==> config.mk <==
export PLATFORM = sky130hd
export DESIGN_NAME = serial_subtractor
export DESIGN_NICKNAME = d
export VERILOG_FILES = /design/src/rtl/serial_subtractor.sv
export SDC_FILE = /design/constraint.sdc
export NUM_CORES = 1
export LEC_CHECK = 0
export ABC_AREA = 1
export BUFFER_PORTS_ARGS = -buffer_cell sky130_fd_sc_hd__buf_2
export CORE_AREA = 10 10 69 71
export DETAILED_ROUTE_END_ITERATION = 7
export DIE_AREA = 0 0 79 81
export PLACE_DENSITY = 0.91
export SYNTH_ARGS = -nofsm -noshare
export SYNTH_HDL_FRONTEND = slang
export SYNTH_SLANG_ARGS = --single-unit
==> constraint.sdc <==
create_clock -name clk -period 2.4 [get_ports clk]
set_input_delay 0.72 -clock clk [delete_from_list [all_inputs] [get_ports clk]]
set_output_delay 0.72 -clock clk [all_outputs]
set_load 0.05 [all_outputs]
==> src/rtl/serial_subtractor.sv <==
// serial_subtractor
//   Bit-serial WIDTH-bit subtractor computing a - b - bin, LSB first, one bit
//   per clock through a single full-subtractor cell with a registered borrow.
//   An operation takes WIDTH SHIFT cycles plus one DONE cycle.
//
// Ports
//   clk    rising-edge clock
//   rst    asynchronous, active-high reset
//   start  request, sampled only in IDLE
//   a, b   minuend / subtrahend, sampled on the accepting edge
//   bin    initial borrow-in, sampled on the accepting edge
//   busy   high whenever not IDLE
//   done   one-cycle completion pulse
//   diff   result, held between operations
//   bout   final borrow out of the MSB, held between operations
//   ovf    signed overflow flag; only computed when SERIAL_SUB_SIGNED_EN is
//          defined, otherwise tied to 0
//
// Optional feature macro: SERIAL_SUB_SIGNED_EN
//
// state | meaning
// ------+--------------------------------------------------------------
// IDLE  | waiting for start; operands and borrow loaded on accept
// SHIFT | one bit pair through the full-subtractor cell per cycle
// DONE  | done pulse, results valid; returns to IDLE next cycle

module serial_subtractor #(
  parameter int WIDTH = 8
) (
  input  logic             clk,
  input  logic             rst,
  input  logic             start,
  input  logic [WIDTH-1:0] a,
  input  logic [WIDTH-1:0] b,
  input  logic             bin,
  output logic             busy,
  output logic             done,
  output logic [WIDTH-1:0] diff,
  output logic             bout,
  output logic             ovf
);

  localparam int CW = $clog2(WIDTH);

  typedef enum logic [1:0] {
    IDLE  = 2'd0,
    SHIFT = 2'd1,
    DONE  = 2'd2
  } state_t;

  state_t           state;
  logic [WIDTH-1:0] a_sr;
  logic [WIDTH-1:0] b_sr;
  logic [WIDTH-2:0] res_sr;
  logic             borrow;
  logic [CW-1:0]    cnt;

  logic             x, y, d, bo;
  logic [WIDTH-1:0] res_nxt;

  // Full-subtractor cell and the result word as it looks after this bit.
  assign x       = a_sr[0];
  assign y       = b_sr[0];
  assign d       = x ^ y ^ borrow;
  assign bo      = (~x & y) | (~(x ^ y) & borrow);
  assign res_nxt = {d, res_sr};

`ifndef SERIAL_SUB_SIGNED_EN
  assign ovf = 1'b0;
`endif

  always_ff @(posedge clk or posedge rst) begin
    if (rst) begin
      state  <= IDLE;
      a_sr   <= '0;
      b_sr   <= '0;
      res_sr <= '0;
      borrow <= 1'b0;
      cnt    <= '0;
      busy   <= 1'b0;
      done   <= 1'b0;
      diff   <= '0;
      bout   <= 1'b0;
`ifdef SERIAL_SUB_SIGNED_EN
      ovf    <= 1'b0;
`endif
    end else begin
      case (state)
        IDLE: begin
          done <= 1'b0;
          if (start) begin
            a_sr   <= a;
            b_sr   <= b;
            borrow <= bin;
            cnt    <= '0;
            busy   <= 1'b1;
            state  <= SHIFT;
          end
        end
        SHIFT: begin
          a_sr   <= a_sr >> 1;
          b_sr   <= b_sr >> 1;
          res_sr <= res_nxt[WIDTH-1:1];
          borrow <= bo;
          cnt    <= cnt + 1'b1;
          if (cnt == CW'(WIDTH - 1)) begin
            diff  <= res_nxt;
            bout  <= bo;
`ifdef SERIAL_SUB_SIGNED_EN
            // Overflow when the borrow into the MSB differs from the borrow out.
            ovf   <= borrow ^ bo;
`endif
            done  <= 1'b1;
            state <= DONE;
          end
        end
        DONE: begin
          done  <= 1'b0;
          busy  <= 1'b0;
          state <= IDLE;
        end
        default: begin
          done  <= 1'b0;
          busy  <= 1'b0;
          state <= IDLE;
        end
      endcase
    end
  end

endmodule
# --- After elaboration in Yosys (flattened, before gate mapping) ---
# Index checks and enable logic that the tools add are counted.
op_classes:
  addsub: 1
  n_eq_ne: 4
  muxes: 15
  n_bitwise: 8
  reduce_logical: 6
op_table:
  columns: ["operator", "count"]
  rows:
  - ["$pmux 8 s2", 2]
  - ["$mux 8", 2]
  - ["$reduce_and 2->1", 4]
  - ["$pmux 3 s2", 1]
  - ["$mux 1", 4]
  - ["$mux 2", 2]
  - ["$ne 2x2->1 const B", 2]
  - ["$pmux 1 s2", 2]
  - ["$pmux 2 s2", 1]
  - ["$add 3x1->3 const B", 1]
  - ["$eq 3x3->1 const B", 1]
  - ["$mux 3", 1]
  - ["$not 1->1", 3]
  - ["$and 1x1->1", 2]
  - ["$eq 2x1->1 const B", 1]
  - ["$logic_not 2->1", 1]
  - ["$reduce_bool 2->1", 1]
  - ["$xor 1x1->1", 2]
  - ["$or 1x1->1", 1]
totals:
  regBits: 40
  in_bits: 20
  wordCells: 44

# --- Logic depth before layout (Yosys ltp) ---
logic_depth:
  word_depth: 5
  mapped_depth: 7
  ltp_nobuf: 6

# --- Worst setup path before layout ---
# No wires, ideal clock.
synth_path:
  kind: "reg-to-output"
  from: "register done"
  to: "output port done"
  arrival_ns: 0.601
  slack_ns: 1.079
  path_stages_with_launch: 1
  n_path_buf: 0
  path_cell_list: "dfrtp_1"
synth_lines:
  columns: ["element", "line", "text"]
  rows:
  - ["from (decl)", "37", "output logic done,"]
  - ["from (signal assigned)", "81", "done <= 1'b0;"]
  - ["from (signal assigned)", "90", "done <= 1'b0;"]
  - ["from (signal assigned)", "113", "done <= 1'b1;"]
# No word-level cell between the ends.

# --- Final worst setup path ---
layout_path:
  from: "register diff[0]"
  to: "output port diff[0]"
layout_lines:
  columns: ["element", "line", "text"]
  rows:
  - ["from (decl)", "38", "output logic [WIDTH-1:0] diff,"]
  - ["from (signal assigned)", "107", "diff <= res_nxt;"]
# No word-level cell between the ends.

==> impl_results.md <==
- Effective utilization at floorplan: between 50% and 60%
- Core area: between 3000 and 4000 um^2
- CP top delay family: flip-flops
- Fmax achieved: about 580 MHz
- Worst-path clk slew: ~130 ps
- Clock sink total: 40
- Post-synth top area share: about half
- Period minus WS final: roughly 1700 ps
- Reg2reg start: state[0]
- Overall routing resource usage: between 10% and 20%
- Total grt overflow: 0
- CTS tree: built
- WHS: about 450 ps
- Clock Tree Root: clkbuf_4
- # IOs: 32
- Dpl ws: around 870 ps
- Fraction of layout cells with a size suffix above 1: a little over a fifth
- Final Cycle Share: between 70% and 80%
- CP Buf/Inv Count: 1
- DRC viols: 0
- Critical path arrival: 1010 ps
- Worst-path fanout max: 2
- Die area: between 6000 and 7000 um^2
- WL final: between 3000 and 4000 um
- Gpl congestion: just under 0.8
- Cts-stage hold buffer count: 0
- Clock share of power: around 16%
- Worst path max stage delay: 380 ps
- Outcome: complete, no violations
- Number of synthesized flops with an enable pin: 0
- Top cells by area, synth: dfrtp_1 50%, nand3_1 12%, nand2_1 11%
- Syn_nets: about 250
- Flops & latches, synth: 40
- CP Class: flop to output port
- Drt initial violations: 189
- Clock skew: roughly 11 ps
- Initial antenna violation count: 0
- RSZ-0062 raised after global routing: false
- Sequential element share of the synthesized area: around half
- Leakage power: about 1.2 nW
- Clk buf depth: 2
- Layout area overhead: 9.88%
- Synth warn: 0
- # diodes: 0
- Sw Ratio: between 40% and 50%
- Final Worst Setup Slack: 667 ps
- Final setup fails: 0
- Cts repair resizes: 0
- Element type at the critical path end: output port
- Max_slew headroom: 54.5%
- Worst r2r path cells: 4
- Setup tns final: 0 ps
- Peak VDD IR: around 0.57 mV
- Critical Path RT: ~1700 ps
- Worst Hold Class: primary input to asynchronous set/reset pin
- Async SR Flop Fraction: between 90% and 100%
- Cell depth of the worst setup path: 1
- Psw: about 1.4 mW
- Avg WL per Cell: ~12 um
- Row count: 22
- Overall Power: between 3 and 4 mW
- # port buffers: 30
- CP max-delay cell: dfrtp_1
- Comb power frac: about 46%
- Distinct cells, synth: 21
- Crit path cell chain: buf_2
- Via density: a little under 5
- Vias in the first global route: 1440
- Reg power frac: 38.9%
- Final Max Slew Viols: 0
- Die H: slightly above 80 um
- Max-cap violations: 0
- Nets: roughly 280
- Mean post-synth cell area: between 8 and 9 um^2
- Worst skew pair latency: 360 ps
- Synth Instances: 230
- Drt pass-1 iters: 5
- Most common cell after layout, fill and taps aside: nand2_1
- Routed Antenna Nets: 0
- Int Power: 1.68 mW
- Critical Path Source: diff[0]
- CTS Buf Count: 5
- First-pass GRT wire length: 6180 um
- DP HPWL: 2470 um
- Startpoint class of the critical path: flop
- P per Cell Area: between 1000 and 1500 nW/um^2
- Via count: ~1500
- Post-synthesis cell type with the largest combined area: dfrtp_1
- Most frequent cells in the layout: 56 x nand2_1, 47 x nand3_1, 41 x inv_1, 40 x dfrtp_1, 30 x buf_2
- Dominant synthesized flop cell: dfrtp_1
- Synthesized area: about 2000 um^2
- Final hold vios: 0
- Post-CTS setup buffers: 0
- Worst Max-Slew Pin Slew: around 700 ps
- Largest net degree at the start of global routing: 50
- H-tree depth: 2
- Die width: ~79 um
==> power groups by stage <==
| stage | registers [mW] | clock network (mW) | logic (mW) |
|---|---|---|---|
| finish | 1.20 | 0.478 | 1.41 |
| global route | 1.24 | 0.506 | 1.60 |
| CTS | 1.20 | 0.485 | 1.43 |
| detailed placement | 1.20 | 0 | 1.42 |
| global placement | 1.19 | 0 | 1.36 |
| floorplan | 1.42 | 0 | 1.03 |
==> final cells by class <==
class | instances | area [um^2]
Inverter | 43 | 164
Clock inverter | 2 | 38.8
Sequential cell | 40 | 1000
Timing Repair Buffer | 31 | 158
Clock buffer | 6 | 51.3
Fill cell | 311 | 1340
Tap cell | 48 | 60.1
Multi-Input combinational cell | 135 | 712
==> sequential cells by signal, summed over array words and instances, names as in the netlist <==
name and flops:
busy 1, diff 8, borrow 1, cnt 3, a_sr 8, b_sr 8, state 2, res_sr 7
done 1, bout 1
==> synth_stat cells (2+ instances only) <==
master	n
nand2_1	56
o21ai_1	2
dfrtp_1	40
o21ai_0	8
buf_6	5
o21ai_2	8
buf_4	2
nand2_8	2
buf_2	4
inv_1	41
nor2_1	4
nand2_4	2
ha_1	2
nand3_1	47
==> routing by layer <==
layer / share of wire, % / routed length [um] / GRT usage, % / vias up
met1: 43 / 1570 / 13.9 / 685
met3: 5.3 / 196 / 2.76 / 8
met2: 50 / 1840 / 19.3 / 43
met5: 0 / 0 / 0 / -
met4: 2.3 / 84 / 8.24 / 0
li1: - / - / - / 759
==> worst reg2reg max path, stage by stage (launching register included) <==
cell and delay [ps]:
dfrtp_1 800, nand2_8 290, nand2_4 270, nand3_1 100, nand2_1 80
==> through the flow <==
| stage | instances | cell area, um^2 | utilization, % |
|---|---|---|---|
| 3_3_place_gp | 297 | 2090 | 59.4 |
| 3_5_place_dp | 297 | 2090 | 59.4 |
| 5_1_grt | 305 | 2180 | 62.0 |
| 2_1_floorplan | 230 | 1990 | - |
| 4_1_cts | 305 | 2180 | 62.0 |
| 6_report | 305 | 2180 | 62.0 |
==> cell families after synthesis <==
group           after synthesis  synth area share [%]
fa+ha+maj                     3                  2.27
simple gates                112                  26.9
compound gates               19                  6.48
buf+inv                      55                  13.8
flops                        40                  50.3
other cells                   1                 0.189
==> final timing paths <==
kind	endpoint	slack (ps)
min in group clk	diff[5]	490
hold / removal	diff[2]	450
setup / recovery	diff[0]	670
hold reg to reg	diff[5]	490
max in group asynchronous	b_sr[6]	1600
setup reg to reg	a_sr[3]	810
Note: power is estimated with default switching activity, not from simulation.
